==> src/rtl/ps2_scan_receiver.sv <==
// rtl/ps2_scan_receiver.sv - PS/2 keyboard frame receiver with prefix folding and FWFT code FIFO
//
// Receives 11-bit PS/2 frames (start, 8 data LSB first, odd parity, stop) sampled on
// H2L_Sig pulses. E0/F0 prefix bytes are folded into Ext/Break flags on the next
// scan code, which is then queued in a first-word-fall-through FIFO.
//
// Ports:
//   CLK, RST          clock, asynchronous active-high reset
//   H2L_Sig           one-cycle pulse per PS/2 clock falling edge
//   PS2_Data_Pin_In   synchronised PS/2 data line
//   Key_Code/Ext/Break  FIFO head entry (zero while empty)
//   Key_Valid         FIFO not empty
//   Key_Ack           pop the head entry (ignored while empty)
//   Fifo_Count        current number of queued entries
//   Err_Parity        one-cycle pulse on bad parity
//   Err_Frame         one-cycle pulse on bad start, bad stop or timeout
//   Overflow          one-cycle pulse when a decoded code is dropped (FIFO full)

module ps2_scan_receiver #(
    parameter int FIFO_DEPTH  = 4,
    parameter int TIMEOUT_CYC = 50000
) (
    input  logic                          CLK,
    input  logic                          RST,
    input  logic                          H2L_Sig,
    input  logic                          PS2_Data_Pin_In,
    output logic [7:0]                    Key_Code,
    output logic                          Key_Ext,
    output logic                          Key_Break,
    output logic                          Key_Valid,
    input  logic                          Key_Ack,
    output logic [$clog2(FIFO_DEPTH):0]   Fifo_Count,
    output logic                          Err_Parity,
    output logic                          Err_Frame,
    output logic                          Overflow
);

    localparam int PW = $clog2(FIFO_DEPTH);
    localparam int CW = PW + 1;
    localparam int TW = $clog2(TIMEOUT_CYC);

    typedef enum logic [2:0] {
        S_IDLE   = 3'd0,
        S_DATA   = 3'd1,
        S_PARITY = 3'd2,
        S_STOP   = 3'd3,
        S_CHECK  = 3'd4
    } state_t;

    state_t         state_q, state_d;
    logic [2:0]     cnt_q, cnt_d;
    logic [7:0]     shift_q, shift_d;
    logic           par_q, par_d;
    logic           stop_q, stop_d;
    logic [TW-1:0]  tmo_q, tmo_d;
    logic           ext_q, ext_d;
    logic           brk_q, brk_d;
    logic           err_par_q, err_par_d;
    logic           err_frm_q, err_frm_d;
    logic           ovf_q, ovf_d;

    logic           push;
    logic [9:0]     push_data;

    logic [9:0]     mem_q [FIFO_DEPTH];
    logic [PW-1:0]  rd_ptr_q, rd_ptr_d;
    logic [PW-1:0]  wr_ptr_q, wr_ptr_d;
    logic [CW-1:0]  count_q, count_d;
    logic           pop;
    logic           full;
    logic           wr_en;
    logic [9:0]     head;

    // Frame FSM: next state, datapath and prefix handling
    always_comb begin
        state_d   = state_q;
        cnt_d     = cnt_q;
        shift_d   = shift_q;
        par_d     = par_q;
        stop_d    = stop_q;
        tmo_d     = tmo_q;
        ext_d     = ext_q;
        brk_d     = brk_q;
        err_par_d = 1'b0;
        err_frm_d = 1'b0;
        push      = 1'b0;
        push_data = {ext_q, brk_q, shift_q};

        case (state_q)
            S_IDLE: begin
                tmo_d = '0;
                if (H2L_Sig) begin
                    if (!PS2_Data_Pin_In) begin
                        state_d = S_DATA;
                        cnt_d   = 3'd0;
                        shift_d = 8'h00;
                    end else begin
                        err_frm_d = 1'b1;
                    end
                end
            end

            S_DATA, S_PARITY, S_STOP: begin
                // A sampling edge always wins over an expiring timeout in the same cycle
                if (H2L_Sig) begin
                    tmo_d = '0;
                    if (state_q == S_DATA) begin
                        shift_d[cnt_q] = PS2_Data_Pin_In;
                        cnt_d          = cnt_q + 3'd1;
                        if (cnt_q == 3'd7) begin
                            state_d = S_PARITY;
                        end
                    end else if (state_q == S_PARITY) begin
                        par_d   = PS2_Data_Pin_In;
                        state_d = S_STOP;
                    end else begin
                        stop_d  = PS2_Data_Pin_In;
                        state_d = S_CHECK;
                    end
                end else if (tmo_q == TW'(TIMEOUT_CYC - 1)) begin
                    state_d   = S_IDLE;
                    err_frm_d = 1'b1;
                    ext_d     = 1'b0;
                    brk_d     = 1'b0;
                    shift_d   = 8'h00;
                    cnt_d     = 3'd0;
                    tmo_d     = '0;
                end else begin
                    tmo_d = tmo_q + TW'(1);
                end
            end

            S_CHECK: begin
                state_d = S_IDLE;
                tmo_d   = '0;
                if (!stop_q) begin
                    err_frm_d = 1'b1;
                    ext_d     = 1'b0;
                    brk_d     = 1'b0;
                end else if (!(^{shift_q, par_q})) begin
                    // Odd parity: data plus parity must contain an odd number of ones
                    err_par_d = 1'b1;
                    ext_d     = 1'b0;
                    brk_d     = 1'b0;
                end else if (shift_q == 8'hE0) begin
                    ext_d = 1'b1;
                end else if (shift_q == 8'hF0) begin
                    brk_d = 1'b1;
                end else begin
                    push  = 1'b1;
                    ext_d = 1'b0;
                    brk_d = 1'b0;
                end
            end

            default: begin
                state_d = S_IDLE;
            end
        endcase
    end

    // FIFO control: an ack frees a slot in the same cycle, so push while full plus ack succeeds
    always_comb begin
        pop      = Key_Ack && (count_q != '0);
        full     = (count_q == CW'(FIFO_DEPTH));
        wr_en    = push && (!full || pop);
        ovf_d    = push && full && !pop;
        rd_ptr_d = pop   ? rd_ptr_q + PW'(1) : rd_ptr_q;
        wr_ptr_d = wr_en ? wr_ptr_q + PW'(1) : wr_ptr_q;
        count_d  = count_q;
        if (wr_en && !pop) begin
            count_d = count_q + CW'(1);
        end else if (!wr_en && pop) begin
            count_d = count_q - CW'(1);
        end
    end

    always_ff @(posedge CLK or posedge RST) begin
        if (RST) begin
            state_q   <= S_IDLE;
            cnt_q     <= 3'd0;
            shift_q   <= 8'h00;
            par_q     <= 1'b0;
            stop_q    <= 1'b0;
            tmo_q     <= '0;
            ext_q     <= 1'b0;
            brk_q     <= 1'b0;
            err_par_q <= 1'b0;
            err_frm_q <= 1'b0;
            ovf_q     <= 1'b0;
            rd_ptr_q  <= '0;
            wr_ptr_q  <= '0;
            count_q   <= '0;
        end else begin
            state_q   <= state_d;
            cnt_q     <= cnt_d;
            shift_q   <= shift_d;
            par_q     <= par_d;
            stop_q    <= stop_d;
            tmo_q     <= tmo_d;
            ext_q     <= ext_d;
            brk_q     <= brk_d;
            err_par_q <= err_par_d;
            err_frm_q <= err_frm_d;
            ovf_q     <= ovf_d;
            rd_ptr_q  <= rd_ptr_d;
            wr_ptr_q  <= wr_ptr_d;
            count_q   <= count_d;
        end
    end

    // Storage needs no reset: the count qualifies every read
    always_ff @(posedge CLK) begin
        if (wr_en) begin
            mem_q[wr_ptr_q] <= push_data;
        end
    end

    assign head       = mem_q[rd_ptr_q];
    assign Key_Valid  = (count_q != '0);
    assign Key_Code   = Key_Valid ? head[7:0] : 8'h00;
    assign Key_Break  = Key_Valid ? head[8]   : 1'b0;
    assign Key_Ext    = Key_Valid ? head[9]   : 1'b0;
    assign Fifo_Count = count_q;
    assign Err_Parity = err_par_q;
    assign Err_Frame  = err_frm_q;
    assign Overflow   = ovf_q;

endmodule

==> config.mk <==
export PLATFORM = sky130hd
export DESIGN_NAME = ps2_scan_receiver
export DESIGN_NICKNAME = d
export VERILOG_FILES = /design/src/rtl/ps2_scan_receiver.sv
export SDC_FILE = /design/constraint.sdc
export NUM_CORES = 1
export LEC_CHECK = 0
export ABC_AREA = 1
export BUFFER_PORTS_ARGS = -buffer_cell sky130_fd_sc_hd__buf_4
export CORE_ASPECT_RATIO = 0.8
export CORE_MARGIN = 2
export CORE_UTILIZATION = 50
export CTS_CLUSTER_SIZE = 30
export DETAILED_ROUTE_END_ITERATION = 6
export PLACE_DENSITY_LB_ADDON = 0.05
export RECOVER_POWER = 50
export SYNTH_ARGS = -nofsm -noshare
export SYNTH_HDL_FRONTEND = slang
export SYNTH_SLANG_ARGS = --single-unit
==> constraint.sdc <==
create_clock -name CLK -period 2.29 [get_ports CLK]
set_input_delay 0.458 -clock CLK [delete_from_list [all_inputs] [get_ports CLK]]
set_output_delay 0.458 -clock CLK [all_outputs]
set_load 0.01 [all_outputs]
# ---- After elaboration in Yosys (flattened, before gate mapping)
# Memory sizes are Yosys's and may differ from the RTL's.
# Cells that the tools add are included.
dict set report op_classes {
  bitwise_logic 2
  magnitude_cmp 2
  n_addsub 6
  n_mux 58
  reduce_logical 26
  n_eq_ne 18
}
# operator count
set ops {}
lappend ops {{two-way mux 8 bit} 6}
lappend ops {{two-way mux 3 bit} 13}
lappend ops {{two-way mux 16 bit} 2}
lappend ops {{one-hot mux 16 bit (2 select lines)} 1}
lappend ops {{two-way mux 1 bit} 28}
lappend ops {{AND reduction 4 bit} 5}
lappend ops {{adder 16 x 1 -> 16 bit (second input constant)} 1}
lappend ops {{== test 16 bit (second input constant)} 1}
lappend ops {{== test 8 bit (second input constant)} 2}
lappend ops {{one-hot mux 8 bit (2 select lines)} 1}
lappend ops {{one-hot mux 3 bit (2 select lines)} 2}
lappend ops {{== test 3 bit (second input constant)} 3}
lappend ops {{XOR reduction 9 bit} 1}
lappend ops {{bitwise mux 8 bit} 1}
lappend ops {{!= test 2 bit (second input constant)} 4}
lappend ops {{!= test 4 bit (second input constant)} 2}
lappend ops {{nonzero test 2 bit} 4}
lappend ops {{logical AND 1 bit} 7}
lappend ops {{adder 3 x 1 -> 3 bit (second input constant)} 2}
lappend ops {{== test 3 x 2 -> 1 bit (second input constant)} 2}
lappend ops {{!= test 3 bit (second input constant)} 2}
lappend ops {{!= test 5 bit (second input constant)} 1}
lappend ops {{AND reduction 5 bit} 1}
lappend ops {{adder 2 x 1 -> 2 bit (second input constant)} 2}
lappend ops {{14 further kinds} 18}
dict set report word_totals {
  ff_bits 44
  wordCells 127
  ram_bits 40
  mem_count 1
}
# memory words width rd rd_clocked_by_memory_dff write_ports line_no
set memory_table {}
lappend memory_table {mem_q 4 10 1 0 1 65} ;# logic [9:0] mem_q [FIFO_DEPTH];

# ---- Depth between registers and ports, before layout
dict set report logic_depth {
  word_depth 11
  ltp_mapped 17
  ltp_nobuf 17
}

# ---- Worst setup path before layout
# No wires, ideal clock.
dict set report synth_timing {
  path_type {register to register}
  startpoint {reg shift_q[6]}
  endpoint {reg count_q[2] (netlist: Fifo_Count[2])}
  path_buffers 0
  path_stages_with_launch 18
  setup_ps 131
  setup_slack_ps -26
  t_required_ps 2159
  arrival_ps 2185
  cell_sequence {dfrtp_1 nand2_1 inv_1 nor2_1 nand2_1 nand2_1 nand2_2 nand2_1 nand2_1 nand2_2 nand3_4 inv_2 ha_1 inv_1 fa_1 a21oi_1 o21ai_0 xor2_1}
}
dict set report synth_via {
  elab_chain_len 10
  elab_cells_between_ends 14
  classes_between {2 x eq/ne; 6 x mux; 6 x reduce/logical}
}
# item line_no
set synth_rtl {}
lappend synth_rtl {{from (decl)} 52} ;# logic [7:0] shift_q, shift_d;
lappend synth_rtl {{from (signal assigned)} 197} ;# shift_q <= shift_d;
lappend synth_rtl {{== test 8 bit} 147} ;# end else if (shift_q == 8'hF0) begin
lappend synth_rtl {{two-way mux 1 bit} 147}
lappend synth_rtl {{two-way mux 1 bit} 145} ;# end else if (shift_q == 8'hE0) begin
lappend synth_rtl {{two-way mux 1 bit (*)} 140} ;# end else if (!(^{shift_q, par_q})) begin
lappend synth_rtl {{two-way mux 1 bit (*)} 136} ;# if (!stop_q) begin
lappend synth_rtl {{two-way mux 1 bit (*)} 89} ;# case (state_q)
lappend synth_rtl {{logical AND 1 bit (*)} 166} ;# wr_en = push && (!full || pop);
lappend synth_rtl {{named net wr_en} 71} ;# logic wr_en;
lappend synth_rtl {{logical NOT 1 bit} 173} ;# end else if (!wr_en && pop) begin
lappend synth_rtl {{logical AND 1 bit} 173}
lappend synth_rtl {{nonzero test 2 bit (no source line)} --}
lappend synth_rtl {{to (signal assigned)} 208} ;# count_q <= count_d;
lappend synth_rtl {{to (decl)} 68} ;# logic [CW-1:0] count_q, count_d;
# Mark *: on every way through the listed nets, which the timed path passes. The rest lies on a longest branch.
# A chain may end at the register's enable or synchronous reset.

# ---- Final worst setup path
# Same ends and word-level chain as after synthesis.

==> results by group <==
Status
  • Status: complete, no violations

Critical path
  • Critical R2R Launch: shift_q[6]
  • R2r endpoint: Fifo_Count[2]
  • Worst-path fanout max: 4
  • Critical Path AT: 2.48 ns
  • Critical path data required time: 2.53 ns
  • Register-to-Register Setup Slack: 0.05 ns
  • Crit path capture type: flip-flop
  • FF-to-FF path depth: 17
  • Worst setup SP type: flip-flop
  • Crit Path Category: flip-flop to flip-flop

Routing
  • Vias per inst: between 5 and 6
  • Iter 0 DRT Violations: between 100 and 150
  • Highest metal used: met4
  • Met2 wire length: ~3800 µm
  • Antenna viol nets, final: 0
  • WL met3: about 330 µm
  • Vias: 3267
  • DR DRC count: 0
  • Post-Route M1 WL: 4401 µm
  • Routed WL per cell: 13.25 µm
  • Pre-antenna DRT Iters: 4
  • Total Routed Length: roughly 8600 µm

Timing
  • RSZ-0062 raised after global routing: yes
  • Hold Fails Final Rpt: 0
  • # setup viols final: 0
  • Hold_ws: between 0.3 and 0.4 ns
  • Worst-Margin Slew: 1.058 ns
  • Fin crit share: 0.9768
  • Slew Viols, Final: 0
  • Skew final: 0.01331 ns
  • Max Fclk: 447.1 MHz
  • Slew HR: 0.2948
  • Final min period: 2.237 ns
  • Setup_tns: 0 ns

Worst hold path
  • Hold_sp: PS2_Data_Pin_In
  • Hold Path Class: input pin to flip-flop
  • WHS Endpoint: stop_q
  • Worst hold path cell count: 3

GRT
  • Total gr overflow: 0
  • Antenna violations before repair: 0
  • GR Util All Layers: 0.2032
  • Largest net degree at the start of global routing: 45
  • Vias in the first global route: 3014
  • First-pass GRT wire length: 14690 µm

Final layout
  • Final instance area: 0.005009 mm²
  • Ant. Diodes: 0
  • # fillers: approximately 750
  • Area grow syn2layout: 17.01%
  • Layout cells sized above 1: 0.2224
  • Fin cells: 647
  • Fin nets: 544

Power and ir drop
  • Psw: 0.002042 W
  • Int Pwr: approximately 0.0032 W
  • Combinational Power Share: 0.422
  • Worst VDD drop: approximately 700 µV
  • Clk pwr share: 0.201
  • Pleak: between 2 and 2.5 nW
  • Sw Ratio: 0.3925
  • Power Dens Cells: 1039 mW/mm²
  • Sequential share of power: 0.377

Logic synthesis
  • Post-Synthesis Cell Area: about 0.0043 mm²
  • EDFF count, synth: 40
  • Synth Area per Inst: between 8 and 9 µm²
  • Ys async rst share: 0.5238
  • Warnings, synthesis: 0
  • Top_reg_cell synth: dfrtp_1
  • Syn nets: approximately 490
  • Synthesized instance count: 478
  • Seq/Total Area, Yosys: 0.5379
  • Number of synthesized register bits: 84
  • Netlist cell types: 40

Floorplanning
  • Initial core utilization: 0.5091
  • Core outline area: 0.008408 mm²
  • Die area: 0.009321 mm²
  • # IOs: 22
  • Die Span Y: 86.76 µm
  • Die X: between 100 and 150 µm
  • Rows: 30

Clock tree
  • Longest Clk Path Bufs: 2
  • Skew-Pair Late Insertion Delay: 0.35 ns
  • CTS tree: built
  • Clock sinks: 84
  • # H-tree levels: 3
  • Worst-path clk slew: 0.09 ns
  • CTS Root Buffer Type: clkbuf_8
  • Post-CTS Hold Buffers: 0
  • CTS buffer count: 9

Place
  • GPL Wtd Cong: 0.8281
  • Inst Count DP: 630
  • HPWL Detailed: 6242 µm
  • Placed Area: 0.004748 mm²
  • # port buffers: 21

Flow run
  • Max-cap violation count: 0
-- placed cells by master (no fill, tap or decap), drive strengths merged --
cell and count:
nand2 106, nor2 79, inv 57, buf 49, dfrtp 44, edfxtp 40, o21ai 38, nand3 22
a21oi 17, nand4 14, nor3 12, clkbuf 12, ha 8, o21bai 8, xor2 6, o22ai 4
xnor2 3, clkinvlp 3, nor4 3, o211ai 2, mux2 1, a31oi 1, o2111ai 1, nand3b 1
or2 1, fa 1, clkinv 1, bufinv 1
-- how the worst max path moves through the flow --
stage / cells after the start / end / from / slack (ns)
2_1_floorplan: 17 / Fifo_Count[2] / shift_q[5] / 0.01
3_3_place_gp: 17 / Fifo_Count[2] / shift_q[2] / 0.03
3_5_place_dp: 15 / Fifo_Count[1] / shift_q[3] / -0.002
4_1_cts: 15 / Fifo_Count[1] / shift_q[2] / 0.002
5_1_grt: 17 / Fifo_Count[2] / shift_q[6] / -0.09
6_report: 17 / Fifo_Count[2] / shift_q[6] / 0.05
-- sequential cells by signal, indices dropped and copies added (netlist names) --
| signal | flops |
|---|---|
| Err_Frame | 1 |
| Err_Parity | 1 |
| Fifo_Count | 3 |
| Overflow | 1 |
| brk_q | 1 |
| cnt_q | 3 |
| ext_q | 1 |
| mem_q | 40 |
| par_q | 1 |
| rd_ptr_q | 2 |
| shift_q | 8 |
| state_q | 3 |
| stop_q | 1 |
| tmo_q | 16 |
| wr_ptr_q | 2 |
-- critical path, stage by stage, from the launching register on --
cell     delay [ns]
dfrtp_1        0.42
nor2_2         0.15
inv_1          0.05
nand2_1        0.08
nand2_1        0.06
nand2_1        0.07
nand2_2        0.07
nand2_2        0.07
nand2_2        0.05
nand2_2        0.08
nand3_4        0.08
inv_4          0.08
ha_4           0.13
inv_2          0.05
fa_2           0.36
a21oi_2        0.12
o21ai_1        0.08
xor2_1         0.14
-- through the flow --
stage / setup WS [ns] / util / total power, W
2_1_floorplan: 0.009848 / - / 0.003355
3_3_place_gp: 0.03373 / 0.5647 / 0.004090
3_5_place_dp: -0.002088 / 0.5647 / 0.004136
4_1_cts: 0.002187 / 0.5896 / 0.005186
5_1_grt: -0.08537 / 0.5957 / 0.005639
6_report: 0.05322 / 0.5957 / 0.005202
-- cells in the mapped netlist (all sizes together), types with 3 or more instances --
cell,n,area (µm²)
o21bai,8,75.07
nand2,106,422.9
nor2,79,314.0
clkbuf,6,22.52
nor4,3,48.80
nor3,12,76.33
xor2,6,52.55
a21oi,17,85.08
inv,56,210.2
o22ai,4,25.02
nand4,14,87.58
ha,8,100.1
edfxtp,40,1201
o21ai,38,190.2
nand3,22,132.6
buf,4,27.52
xnor2,3,26.28
dfrtp,44,1101
-- area by class of cell --
class                      count  area, µm²  area share
inverter                      56      216.5     0.04322
clock buffer                  10      127.6     0.02548
multi-input combinational    328       1765      0.3525
timing repair buffer          51      384.1     0.07669
clock inverter                 6      71.32     0.01424
sequential                    84       2303      0.4599
tap                          112      140.1     0.02798
-- power by group through the flow --
stage / clock network (W) / registers [W] / logic, W
after floorplan: 0 / 0.00199 / 0.00137
after global placement: 0 / 0.00198 / 0.00211
after detailed placement: 0 / 0.00199 / 0.00215
after CTS: 0.00107 / 0.00196 / 0.00216
after global routing: 0.00114 / 0.00200 / 0.00250
final: 0.00105 / 0.00196 / 0.00219
-- kinds of logic after synthesis --
| group | Yosys count | synth area share |
|---|---|---|
| flops | 84 | 0.5379 |
| xor+xnor | 9 | 0.01842 |
| mux | 1 | 0.002631 |
| compound gates | 71 | 0.09617 |
| buf+inv | 66 | 0.06080 |
| fa+ha+maj | 9 | 0.02806 |
| simple gates | 238 | 0.2561 |
-- per-layer routing --
layer,global-route usage,up-vias
met1,0.3052,1532
met4,0.05012,0
met3,0.04211,5
met5,0,-
met2,0.3038,45
li1,-,1685
-- timing repair --
item	in CTS	in global routing
buffers inserted	0	1
endpoints found under the setup margin	1	6
gates resized for setup	4	16
pin swaps	0	8
(Power assumes the default switching activity.)
